**src/rtl/multicore_loader_ctrl.sv**
```systemverilog
// Multicore loader controller: streams words into per-core IRAMs or the
// shared DRAM, runs the cores for a fixed number of cycles, and reads a
// DRAM address range back out as a handshaked stream.
module multicore_loader_ctrl #(
  parameter int NUM_CORES = 8,
  parameter int ADDR_W    = 9,
  parameter int DATA_W    = 16,
  parameter int RD_LAT    = 2
) (
  input  logic                               clock,
  input  logic                               reset,
  input  logic                               cmd_valid,
  output logic                               cmd_ready,
  input  logic [1:0]                         cmd_op,
  // One bit wider than the core index so out-of-range cores can be requested and rejected
  input  logic [$clog2(NUM_CORES+1)-1:0]     cmd_core,
  input  logic [ADDR_W-1:0]                  cmd_addr_start,
  input  logic [ADDR_W-1:0]                  cmd_addr_end,
  input  logic [31:0]                        cmd_run_cycles,
  input  logic                               s_valid,
  output logic                               s_ready,
  input  logic [DATA_W-1:0]                  s_data,
  input  logic                               s_last,
  output logic                               m_valid,
  input  logic                               m_ready,
  output logic [DATA_W-1:0]                  m_data,
  output logic                               m_last,
  output logic [ADDR_W-1:0]                  addr_ext,
  output logic [DATA_W-1:0]                  Data_in_ins,
  output logic [DATA_W-1:0]                  Data_in_dram,
  output logic [NUM_CORES-1:0]               iram_write_ext,
  output logic                               dram_write_ext,
  output logic                               read_en_ext,
  input  logic [DATA_W-1:0]                  dram_in,
  output logic                               start,
  output logic                               start_2,
  output logic                               start_3,
  output logic                               start_4,
  output logic                               busy,
  output logic                               err
);

  localparam int CORE_W = $clog2(NUM_CORES+1);
  localparam logic [1:0] OP_LOAD_IRAM = 2'd0;
  localparam logic [1:0] OP_LOAD_DRAM = 2'd1;
  localparam logic [1:0] OP_RUN       = 2'd2;
  localparam logic [1:0] OP_READ      = 2'd3;
  localparam logic [ADDR_W-1:0] ADDR_MAX  = '1;
  localparam logic [CORE_W-1:0] CORE_LIM  = CORE_W'(NUM_CORES);
  // Remaining RD_WAIT cycles after RD_ISSUE, minus one
  localparam logic [31:0] WAIT_INIT = (RD_LAT >= 2) ? 32'(RD_LAT - 2) : 32'd0;

  typedef enum logic [2:0] {
    S_IDLE, S_LOAD_I, S_LOAD_D, S_RUN, S_RD_ISSUE, S_RD_WAIT, S_RD_OUT
  } state_t;

  state_t              r_state;
  state_t              w_next_state;
  logic [CORE_W-1:0]   r_core;
  logic [ADDR_W-1:0]   r_addr;
  logic [ADDR_W-1:0]   r_end;
  logic [31:0]         r_run_cnt;
  logic [31:0]         r_lat_cnt;
  logic [DATA_W-1:0]   r_rd_data;
  logic [ADDR_W-1:0]   r_wr_addr;
  logic [DATA_W-1:0]   r_wr_data;
  logic                r_stb_i;
  logic                r_stb_d;
  logic                r_err;

  logic w_cmd_fire;
  logic w_s_fire;
  logic w_bad_core;
  logic w_bad_range;
  logic w_rd_last;
  logic w_load_end;

  assign w_cmd_fire  = cmd_valid && (r_state == S_IDLE);
  assign w_s_fire    = s_valid && ((r_state == S_LOAD_I) || (r_state == S_LOAD_D));
  assign w_bad_core  = (cmd_core >= CORE_LIM);
  assign w_bad_range = (cmd_addr_start >= cmd_addr_end);
  assign w_rd_last   = (r_addr == (r_end - ADDR_W'(1)));
  assign w_load_end  = w_s_fire && (s_last || (r_addr == ADDR_MAX));

  // State register
  always_ff @(posedge clock) begin
    if (reset) r_state <= S_IDLE;
    else       r_state <= w_next_state;
  end

  // Next-state decode plus the outputs that depend only on the current state
  always_comb begin
    w_next_state = r_state;
    cmd_ready    = 1'b0;
    s_ready      = 1'b0;
    start        = 1'b0;
    start_2      = 1'b0;
    start_3      = 1'b0;
    start_4      = 1'b0;
    busy         = 1'b1;
    m_valid      = 1'b0;
    read_en_ext  = 1'b0;
    case (r_state)
      S_IDLE: begin
        cmd_ready = 1'b1;
        busy      = 1'b0;
        if (w_cmd_fire) begin
          case (cmd_op)
            OP_LOAD_IRAM: if (!w_bad_core)             w_next_state = S_LOAD_I;
            OP_LOAD_DRAM:                              w_next_state = S_LOAD_D;
            OP_RUN:       if (cmd_run_cycles != 32'd0) w_next_state = S_RUN;
            default:      if (!w_bad_range)            w_next_state = S_RD_ISSUE;
          endcase
        end
      end
      S_LOAD_I: begin
        s_ready = 1'b1;
        start_2 = 1'b1;
        if (w_load_end) w_next_state = S_IDLE;
      end
      S_LOAD_D: begin
        s_ready = 1'b1;
        start_3 = 1'b1;
        if (w_load_end) w_next_state = S_IDLE;
      end
      S_RUN: begin
        start = 1'b1;
        if (r_run_cnt <= 32'd1) w_next_state = S_IDLE;
      end
      S_RD_ISSUE: begin
        start_4     = 1'b1;
        read_en_ext = 1'b1;
        w_next_state = (RD_LAT == 1) ? S_RD_OUT : S_RD_WAIT;
      end
      S_RD_WAIT: begin
        start_4     = 1'b1;
        read_en_ext = 1'b1;
        if (r_lat_cnt == 32'd0) w_next_state = S_RD_OUT;
      end
      S_RD_OUT: begin
        start_4 = 1'b1;
        m_valid = 1'b1;
        if (m_ready) w_next_state = w_rd_last ? S_IDLE : S_RD_ISSUE;
      end
      default: w_next_state = S_IDLE;
    endcase
  end

  // Command latching, load write pipeline, run countdown and read capture
  always_ff @(posedge clock) begin
    if (reset) begin
      r_core    <= '0;
      r_addr    <= '0;
      r_end     <= '0;
      r_run_cnt <= '0;
      r_lat_cnt <= '0;
      r_rd_data <= '0;
      r_wr_addr <= '0;
      r_wr_data <= '0;
      r_stb_i   <= 1'b0;
      r_stb_d   <= 1'b0;
      r_err     <= 1'b0;
    end else begin
      r_stb_i <= 1'b0;
      r_stb_d <= 1'b0;
      r_err   <= 1'b0;
      case (r_state)
        S_IDLE: begin
          if (w_cmd_fire) begin
            r_core    <= cmd_core;
            r_addr    <= cmd_addr_start;
            r_end     <= cmd_addr_end;
            r_run_cnt <= cmd_run_cycles;
            if (((cmd_op == OP_LOAD_IRAM) && w_bad_core) ||
                ((cmd_op == OP_READ) && w_bad_range))
              r_err <= 1'b1;
          end
        end
        S_LOAD_I, S_LOAD_D: begin
          if (w_s_fire) begin
            r_wr_addr <= r_addr;
            r_wr_data <= s_data;
            r_stb_i   <= (r_state == S_LOAD_I);
            r_stb_d   <= (r_state == S_LOAD_D);
            if (r_addr != ADDR_MAX) r_addr <= r_addr + ADDR_W'(1);
            else if (!s_last)       r_err  <= 1'b1;
          end
        end
        S_RUN: r_run_cnt <= r_run_cnt - 32'd1;
        S_RD_ISSUE: begin
          r_lat_cnt <= WAIT_INIT;
          if (RD_LAT == 1) r_rd_data <= dram_in;
        end
        S_RD_WAIT: begin
          if (r_lat_cnt == 32'd0) r_rd_data <= dram_in;
          else                    r_lat_cnt <= r_lat_cnt - 32'd1;
        end
        S_RD_OUT: begin
          if (m_ready && !w_rd_last) r_addr <= r_addr + ADDR_W'(1);
        end
        default: ;
      endcase
    end
  end

  // Memory-side outputs: pending write strobe owns the address bus, else the read pointer
  always_comb begin
    iram_write_ext = '0;
    dram_write_ext = r_stb_d;
    Data_in_ins    = '0;
    Data_in_dram   = '0;
    addr_ext       = '0;
    m_data         = '0;
    m_last         = 1'b0;
    err            = r_err;
    if (r_stb_i) begin
      iram_write_ext = NUM_CORES'(1) << r_core;
      Data_in_ins    = r_wr_data;
    end
    if (r_stb_d) Data_in_dram = r_wr_data;
    if (r_stb_i || r_stb_d) addr_ext = r_wr_addr;
    else if (start_4)       addr_ext = r_addr;
    if (r_state == S_RD_OUT) begin
      m_data = r_rd_data;
      m_last = w_rd_last;
    end
  end

endmodule

```
**config.mk**
```make
export PLATFORM = sky130hd
export DESIGN_NAME = multicore_loader_ctrl
export DESIGN_NICKNAME = d
export VERILOG_FILES = /design/src/rtl/multicore_loader_ctrl.sv
export SDC_FILE = /design/constraint.sdc
export NUM_CORES = 1
export LEC_CHECK = 0
export CAP_MARGIN = 5
export CORE_UTILIZATION = 55
export CTS_BUF_LIST = sky130_fd_sc_hd__clkbuf_16
export CTS_CLUSTER_DIAMETER = 60
export DETAILED_ROUTE_END_ITERATION = 10
export PLACE_DENSITY_LB_ADDON = 0.2
export SYNTH_ARGS = -nofsm -noshare
export SYNTH_HDL_FRONTEND = slang
export SYNTH_SLANG_ARGS = --single-unit
```
**constraint.sdc**
```tcl
create_clock -name clock -period 7.64 [get_ports clock]
set_input_delay 1.146 -clock clock [delete_from_list [all_inputs] [get_ports clock]]
set_output_delay 1.146 -clock clock [all_outputs]
set_load 0.01 [all_outputs]
```
==> run_results.csv, run 1 <==
group,metric,value,unit
timing,hold_viol,0,
timing,fin_crit,4.47,ns
clocking,htree_levels,4,
critical_path,critPathCaptureType,"output pin",
critical_path,critical-path-max-stage-delay,0.92,ns
min_path,hold-path-endpoint,"r_lat_cnt[1]$_SDFFE_PP0P_",
clocking,clock_sinks,133,
flow_run,cap_violations,0,
timing,rsz0062_at_grt,"no",
logic_synthesis,synth-seq-cells,133,
min_path,whs_path_depth,2,
floorplanning,initial_core_util,0.570,
floorplanning,die_area,0.0136,sq mm
finish,drive_gt1_frac,0.0491,
timing,fin_setup_tns,0,ns
floorplanning,num_io_pins,171,
timing,drv_slew,0,
floorplanning,rows,41,
pwr,p_per_area,341,mW/mm^2
floorplanning,die_w,117,um
timing,fin_worst_skew,0.00579,ns
place,port_buffers,170,
finish,final_area,0.00958,sq mm
logic_synthesis,yosys-top-cells-area,"dfxtp_1 37%, nand2_1 7.7%, a21oi_1 6.2%",
place,place_area,0.00899,sq mm
timing,tightest_slew,1.17,ns
critical_path,slowest_stage,"dfxtp_1",
grt,grt_max_degree,69,
clocking,insertion_delay,0.42,ns
clocking,clk_root_buffer_cell,"clkbuf_16",
logic_synthesis,synthFlopType,"dfxtp_1",
grt,met2_usage,0.477,
route,drtPass1Iterations,8,
clocking,cts_tree,"built",
logic_synthesis,netlist.area_leader.share,0.367,
logic_synthesis,netlist_instances,946,
critical_path,crit_chain,"inv_1 -> nand3_1 -> clkinv_1 -> clkdlybuf4s50_1",
finish,fillers,987,
finish,syn2layout_area_growth,32.3,%
critical_path,critical_path_required,6.49,ns
critical_path,r2r_start,"r_state[2]$_SDFFE_PP0P_",
logic_synthesis,yosysSeqAreaShare,0.367,
min_path,min_from,"r_lat_cnt[1]$_SDFFE_PP0P_",
clocking,ctsHoldBuffers,0,
critical_path,reg2reg_to,"r_state[0]$_SDFFE_PP0P_",
pwr,peakVddDrop,215,uV
place,place_ws,3.70,ns
critical_path,arrival,3.32,ns
min_path,worst_hold_path_type,"reg2reg",
critical_path,critPathLaunchType,"flip-flop",
logic_synthesis,synthArstFlopShare,0,
critical_path,crit_family,"buffers and inverters",
logic_synthesis,yosysUniqueCellTypes,66,
route,ant_nets,0,
critical_path,crit_type,"reg2out",
route,first_iter_violations,497,
timing,period_share,0.585,
timing,slew_headroom,0.216,
critical_path,critical_path_buf_inv_count,3,
logic_synthesis,synth_top_area_cell,"dfxtp_1",
place,gp_congestion,0.893,
grt,grt_pass1_wl,31.5,mm
grt,grt_antenna_before_repair,1,
logic_synthesis,syn-cell-area,0.00725,sq mm
clocking,clkTransAtPathRegs,0.06,ns
clocking,cts_buffers,17,
grt,grt.total_usage,0.296,
timing,fin_ws,3.17,ns
grt,grt_pass1_vias,6622,
critical_path,reg2regPathDepth,7,
timing,finalSetupViolCount,0,
critical_path,r2r_setup_slack,3.94,ns
logic_synthesis,yosys_warnings,0,
route,drc,0,
grt,grt_use_met1,0.364,
timing,max_freq,224,MHz
clocking,ctsLongestPathBuffers,2,
grt,met3_usage,0.0680,
clocking,postCtsSetupRepairBufs,0,
route,vias,7369,
finish,fin_util,0.753,
grt,grt_overflow,0,
grt,busiest_layer,"met2",
logic_synthesis,synth_enable_flop_cells,0,
pwr,power.leakage,3.59,nW
clocking,cts_resized,0,
finish,nets,1201,
place,dp.final_hpwl,14.1,mm
critical_path,cp_max_fo,33,
floorplanning,die_h,117,um
logic_synthesis,syn_avg_cell_area,7.66,sq um
run_status,outcome,"finished, final reports clean",
floorplanning,core_area,0.0127,sq mm
route,wire_per_inst,15.6,um
route,routed_wl,19.8,mm
route,avgViaCountPerCell,5.79,
timing,hold_slack,0.453,ns
logic_synthesis,synthesis.nets,1060,
worst max path at each step:
stage,depth (start not counted),to,startpoint
global route,4,start,r_state[2]$_SDFFE_PP0P_
CTS,4,start,r_state[2]$_SDFFE_PP0P_
detailed placement,4,start,r_state[2]$_SDFFE_PP0P_
global placement,4,start,r_state[2]$_SDFFE_PP0P_
floorplan,5,m_last,r_end[2]$_SDFFE_PP0P_
finish,4,start,r_state[2]$_SDFFE_PP0P_
Yosys cell counts, types with 6 or more instances:
cell type  instances
a31oi_1            6
xor2_1            14
or3_1             15
nand3_1           23
dfxtp_1          133
inv_1             27
nor3_1            37
o21ai_0           32
nand2b_1           9
or4_1              8
nand2_1          149
clkbuf_1          48
a21oi_1           90
xnor2_1           23
nor2_1           104
and3_1            20
o211ai_1           7
and2_1            33
nor2b_1            7
or2_2              6
nor4_1            21
ha_1              20
mux2i_1           22
final cells by class:
class | instances | area (sq um) | area share
multi-input combinational | 732 | 4270 | 0.446
sequential | 133 | 2660 | 0.278
timing repair buffer | 175 | 1740 | 0.181
clock buffer | 17 | 425 | 0.0444
tap | 172 | 215 | 0.0225
clock inverter | 15 | 163 | 0.0170
inverter | 28 | 105 | 0.0110
antenna | 1 | 2.50 | 0.000261
logic make-up (layout without fill, tap and decap cells):
group | after synthesis | in the layout | synth area share
DFF | 133 | 133 | 0.367
AOI/OAI and AO/OA | 190 | 190 | 0.164
muxes | 22 | 22 | 0.0304
and+or+nand+nor | 462 | 462 | 0.313
xor gates and xnor gates | 38 | 38 | 0.0478
other | 0 | 1 | 0
adders and majority gates | 20 | 20 | 0.0345
buffers and inverters | 81 | 235 | 0.0433
placed cells by master, fill, tap and decap left out, types with 22 or more instances in the layout:
cell and count:
o21ai_0 32, nand3_1 23, dfxtp_1 133, a21oi_1 89
nor2_1 104, xnor2_1 23, nand2_1 149, clkdlybuf4s50_1 169
mux2i_1 22, nor3_1 37, and2_1 33, inv_1 27
power breakdown:
group	total [mW]	internal, mW	switching [mW]
Sequential	1.09	0.864	0.224
Clock	0.813	0.507	0.306
Combinational	1.37	0.573	0.798
Total	3.27	1.94	1.33
per-stage QoR:
stage | total power [mW] | instances
CTS | 3.26 | 1272
global route | 3.50 | 1273
floorplan | 2.07 | 946
finish | 3.27 | 1273
detailed placement | 2.44 | 1240
global placement | 2.40 | 1240
layer usage:
layer | routed length [um] | up-vias
met5 | 0 | -
met4 | 762 | 0
met3 | 1550 | 51
met2 | 9270 | 316
met1 | 8260 | 3398
li1 | - | 3604
worst register-to-register path: cells and delay by family, from the launching register on:
| kind | cells | cell delay, ns |
|---|---|---|
| AO/OA/AOI/OAI | 3 | 0.89 |
| AND/OR/NAND/NOR | 2 | 0.95 |
| flip-flops | 1 | 0.92 |
| buffers and inverters | 2 | 0.88 |
flip-flops by register name (all words and copies together) (netlist names):
| register | flops |
|---|---|
| r_run_cnt | 32 |
| r_rd_data | 16 |
| r_state | 3 |
| r_end | 9 |
| r_wr_addr | 9 |
| r_lat_cnt | 32 |
| dram_write_ext | 1 |
| r_stb_i | 1 |
| r_wr_data | 16 |
| err | 1 |
| r_addr | 9 |
| r_core | 4 |
(Power assumes the default switching activity.)
==> run 2: changes to the inputs <==
- CORE_UTILIZATION: 55 -> 51
- clock period: 7.64 -> 4.58 ns (I/O delays scaled with it)
==> run_results.csv, run 2 (synthesized netlist as in run 1, its figures left out) <==
group,metric,value,unit
run_status,outcome,"finished, final reports clean",
timing,hold_slack,0.453,ns
timing,hold_viol,0,
clocking,clk_root_buffer_cell,"clkbuf_16",
timing,max_freq,280,MHz
critical_path,critPathCaptureType,"output pin",
critical_path,crit_type,"reg2out",
clocking,cts_tree,"built",
route,drc,0,
critical_path,endpoint,"m_last",
clocking,htree_levels,4,
timing,tightest_slew,1.08,ns
floorplanning,core_area,0.0139,sq mm
finish,most-common-layout-cells,"169 x clkdlybuf4s50_1, 149 x nand2_1, 133 x dfxtp_1, 104 x nor2_1, 89 x a21oi_1",
clocking,cts_resized,0,
route,routed_wl,19.6,mm
timing,drv_slew,0,
route,avgViaCountPerCell,5.66,
timing,finalSetupViolCount,0,
clocking,insertion_delay,0.43,ns
clocking,clock_sinks,133,
place,dp.final_hpwl,13.9,mm
floorplanning,die_area,0.0147,sq mm
critical_path,cp_max_fo,5,
finish,nets,1207,
floorplanning,die_w,121,um
route,vias,7279,
critical_path,r2r_setup_slack,1.28,ns
critical_path,critical_path_required,3.89,ns
finish,antennaDiodeCount,0,
pwr,p_per_area,574,mW/mm^2
timing,fin_crit,3.58,ns
floorplanning,num_io_pins,171,
timing,fin_setup_tns,0,ns
place,gp_congestion,0.865,
critical_path,r2r_start,"r_addr[1]$_SDFFE_PP0P_",
place,port_buffers,170,
critical_path,critPathLaunchType,"flip-flop",
route,ant_nets,0,
pwr,peakVddDrop,365,uV
timing,period_share,0.781,
floorplanning,initial_core_util,0.522,
flow_run,cap_violations,0,
critical_path,arrival,2.89,ns
floorplanning,die_h,121,um
min_path,worst_hold_path_type,"reg2reg",
grt,grt_overflow,0,
route,drtPass1Iterations,5,
timing,rsz0062_at_grt,"no",
finish,layout_commonest_cell,"clkdlybuf4s50_1",
finish,syn2layout_area_growth,33.3,%
clocking,postCtsSetupRepairBufs,0,
finish,drive_gt1_frac,0.0524,
critical_path,reg2regPathDepth,12,
clocking,cts_buffers,17,
place,place_area,0.00905,sq mm
critical_path,reg2reg_to,"r_state[0]$_SDFFE_PP0P_",
clocking,clkTransAtPathRegs,0.06,ns
grt,grt_antenna_before_repair,0,
grt,grt_pass1_wl,32.2,mm
grt,grt.total_usage,0.274,
pwr,power.leakage,3.63,nW
grt,grt_pass1_vias,6646,
finish,final_area,0.00966,sq mm
timing,fin_worst_skew,0.00656,ns
timing,slew_headroom,0.276,
critical_path,crit_start,"r_end[2]$_SDFFE_PP0P_",
grt,grt_max_degree,58,
finish,top_regs,"r_lat_cnt (32), r_run_cnt (32)",
clocking,ctsHoldBuffers,0,
floorplanning,rows,43,
route,first_iter_violations,471,
clocking,ctsLongestPathBuffers,2,
route,wire_per_inst,15.2,um
[run 2: changes by cell type in the layout (fill, tap and decap cells not counted)]
cell / previous run / this run
clkinv_4: 0 / 1
buf_4: 6 / 12
diode_2: 1 / 0
bufinv_16: 3 / 4
clkinv_1: 4 / 6
clkinvlp_4: 5 / 4
clkinv_2: 3 / 0
[run 2: through the flow]
stage               worst slack [ns]   util  cells  total power, mW
global placement                1.38  0.652   1254             4.04
floorplan                       1.80      -    946             3.45
detailed placement              1.33  0.652   1254             4.10
finish                          1.00  0.696   1286             5.55
global route                   0.853  0.696   1286             5.94
CTS                             1.00  0.696   1286             5.54
[run 2: routing by layer]
| metal | vias to the layer above | GRT usage | wire [um] |
|---|---|---|---|
| met1 | 3419 | 0.356 | 8660 |
| met3 | 23 | 0.0569 | 1130 |
| li1 | 3615 | - | - |
| met2 | 222 | 0.456 | 9470 |
| met5 | - | 0 | 0 |
| met4 | 0 | 0.0826 | 329 |
[run 2: worst min path at each step]
stage / endpoint / depth (start not counted) / startpoint
floorplan: r_lat_cnt[1]$_SDFFE_PP0P_ / 2 / r_lat_cnt[1]$_SDFFE_PP0P_
global placement: r_lat_cnt[0]$_SDFFE_PP0P_ / 2 / r_lat_cnt[0]$_SDFFE_PP0P_
detailed placement: r_lat_cnt[0]$_SDFFE_PP0P_ / 2 / r_lat_cnt[0]$_SDFFE_PP0P_
CTS: r_lat_cnt[0]$_SDFFE_PP0P_ / 2 / r_lat_cnt[0]$_SDFFE_PP0P_
global route: r_lat_cnt[0]$_SDFFE_PP0P_ / 2 / r_lat_cnt[0]$_SDFFE_PP0P_
finish: r_wr_addr[8]$_SDFFE_PP0P_ / 2 / r_wr_addr[8]$_SDFFE_PP0P_
[run 2: power breakdown]
| part | switching [mW] | internal (mW) | total, mW | leakage (nW) |
|---|---|---|---|---|
| Sequential | 0.335 | 1.44 | 1.78 | 1.08 |
| Combinational | 1.37 | 0.982 | 2.36 | 2.26 |
| Clock | 0.513 | 0.901 | 1.41 | 0.283 |
[run 2: final cells by class]
cell class	instances	area, sq um
clock buffers	17	425
flip-flops and latches	133	2660
fillers	1172	4220
multi-input cells	732	4270
clock inverters	15	186
inverters	28	105
repair buffers	181	1780
well taps	180	225
[run 2: worst max-delay path: stages, from the launching register on]
cell and delay, ns:
dfxtp_1 0.34, or4_1 0.59, or2_2 0.32, o211a_1 0.22, a211o_1 0.34, nor2_1 0.10, clkdlybuf4s50_1 0.56
==> patch (config.mk and constraints of run 2) <==
The 7 states of `state_t` get a Gray code encoding in 3 bits.
--- a/src/rtl/multicore_loader_ctrl.sv
+++ b/src/rtl/multicore_loader_ctrl.sv
@@ -51,7 +51,7 @@
   localparam logic [31:0] WAIT_INIT = (RD_LAT >= 2) ? 32'(RD_LAT - 2) : 32'd0;
 
   typedef enum logic [2:0] {
-    S_IDLE, S_LOAD_I, S_LOAD_D, S_RUN, S_RD_ISSUE, S_RD_WAIT, S_RD_OUT
+    S_IDLE = 3'b000, S_LOAD_I = 3'b001, S_LOAD_D = 3'b011, S_RUN = 3'b010, S_RD_ISSUE = 3'b110, S_RD_WAIT = 3'b111, S_RD_OUT = 3'b101
   } state_t;
 
   state_t              r_state;
Function: same outputs for any inputs over 4 cycles, from zero or initial values and one cycle with reset high; so few cycles prove little.
==> patch against run 2 <==
Total power down 23%; routed wire length up 0.29%; count of clock-buffer cells in the layout unchanged; area after synthesis down 1.9%; sequential power down 14%; hold slack worse by 6.6 ps; worst setup slack worse by 37 ps; global-route usage up 0.57 points; critical path depth up 3; sequential cell count unchanged; cell count down 1.4%; cell area down 2.1%; core utilization up 1.0 points.
==> patch: results (changes against run 2) <==
The proportion of synthesized chip area in sequential cells was 0.3745 (was 0.3674). The maximum number of pins on one net before global-route repair was 63 (was 58). The number of clock buffers inserted by TritonCTS is 17 (unchanged). The fraction of final layout cells sized beyond drive strength 1 came to 0.05311 (was 0.05244). The half-perimeter wire length after placement is 13.88 mm (was 13.89 mm). The placer congestion estimate is 0.8952 (was 0.8652). The routed wire length came to 19.65 mm (was 19.59 mm).

The worst relative slew slack was 0.3574 (was 0.2761). The number of different library cells in the post-synthesis netlist is 68 (was 66). The net switching power figure is 1.502 mW (was 2.223 mW). The total track usage is 0.2801 (was 0.2743). The pre-CTS worst setup slack came to 1181 ps (was 1331 ps). Outcome: complete, no violations (unchanged).

The placed instance area came to 8861 um^2 (was 9049 um^2). The first-pass GRT wire length is 32.46 mm (was 32.17 mm). The family with the most delay on the worst path is compound AO/OA/AOI/OAI gates (was simple AND/OR/NAND/NOR gates). The mean instance size in the synthesized netlist is 7.595 um^2 (was 7.661 um^2). The static leakage came out at 3.456 nW (was 3.627 nW). Leading post-synthesis cells by cell area: sky130_fd_sc_hd__dfxtp_1 (37%), sky130_fd_sc_hd__nand2_1 (8.9%), sky130_fd_sc_hd__a21oi_1 (8.0%) (was sky130_fd_sc_hd__dfxtp_1 (37%), sky130_fd_sc_hd__nand2_1 (7.7%), sky130_fd_sc_hd__a21oi_1 (6.2%)). The slowest cell on the critical path is sky130_fd_sc_hd__clkdlybuf4s50_1 (was sky130_fd_sc_hd__or4_1). The net count after synthesis is 1045 (was 1060).

Cell types with the highest counts after synthesis: sky130_fd_sc_hd__nand2_1 (168), sky130_fd_sc_hd__dfxtp_1 (133), sky130_fd_sc_hd__a21oi_1 (113) (was sky130_fd_sc_hd__nand2_1 (149), sky130_fd_sc_hd__dfxtp_1 (133), sky130_fd_sc_hd__nor2_1 (104)). The total vias in the final route was 7235 (was 7279). The worst path arrival time came to 2930 ps (was 2890 ps). The average vias per placed instance is 5.706 (was 5.660).
-- patch: layout make-up --
type | count | area, um^2
Multi-Input combinational cell | 727 | 4151
Fill cell | 1088 | 3940
Sequential cell | 133 | 2663
Timing Repair Buffer | 174 | 1729
Clock buffer | 17 | 425.4
Tap cell | 176 | 220.2
Clock inverter | 15 | 173.9
Inverter | 26 | 97.59
-- patch: routing by layer --
| metal | GRT usage | up-vias | routed length (um) |
|---|---|---|---|
| li1 | - | 3558 | - |
| met1 | 0.3468 | 3341 | 8389 |
| met2 | 0.4799 | 304 | 9558 |
| met3 | 0.04943 | 32 | 1366 |
| met4 | 0.1094 | 0 | 333 |
| met5 | 0 | - | 0 |
-- patch: kinds of logic (layout without fill, tap and decap cells) --
logic type      count (synthesis)  after routing  share of synthesized area
buf+inv                        76            232                    0.04153
compound gates                212            212                     0.1832
mux                             7              7                    0.01038
flops                         133            133                     0.3745
fa+ha+maj                      15             15                    0.02640
xor+xnor                       35             35                    0.04312
simple gates                  458            458                     0.3208
-- patch: worst paths after layout --
path	to	from	cells after the start	slack, ps
worst min-delay path	r_rd_data[13]	r_rd_data[13]	2	450
worst max-delay path	m_last	r_end[0]	9	970
worst min register to register	r_rd_data[13]	r_rd_data[13]	2	450
worst max register to register	r_run_cnt[15]	r_state[1]	9	1500
-- patch: power by group through the flow --
| stage | clock (mW) | combinational, mW | sequential [mW] |
|---|---|---|---|
| after detailed placement | 0 | 1.32 | 1.54 |
| after global placement | 0 | 1.30 | 1.54 |
| after CTS | 1.40 | 1.33 | 1.52 |
| after global routing | 1.45 | 1.49 | 1.56 |
| after floorplan | 0 | 0.998 | 1.47 |
| final | 1.39 | 1.35 | 1.53 |
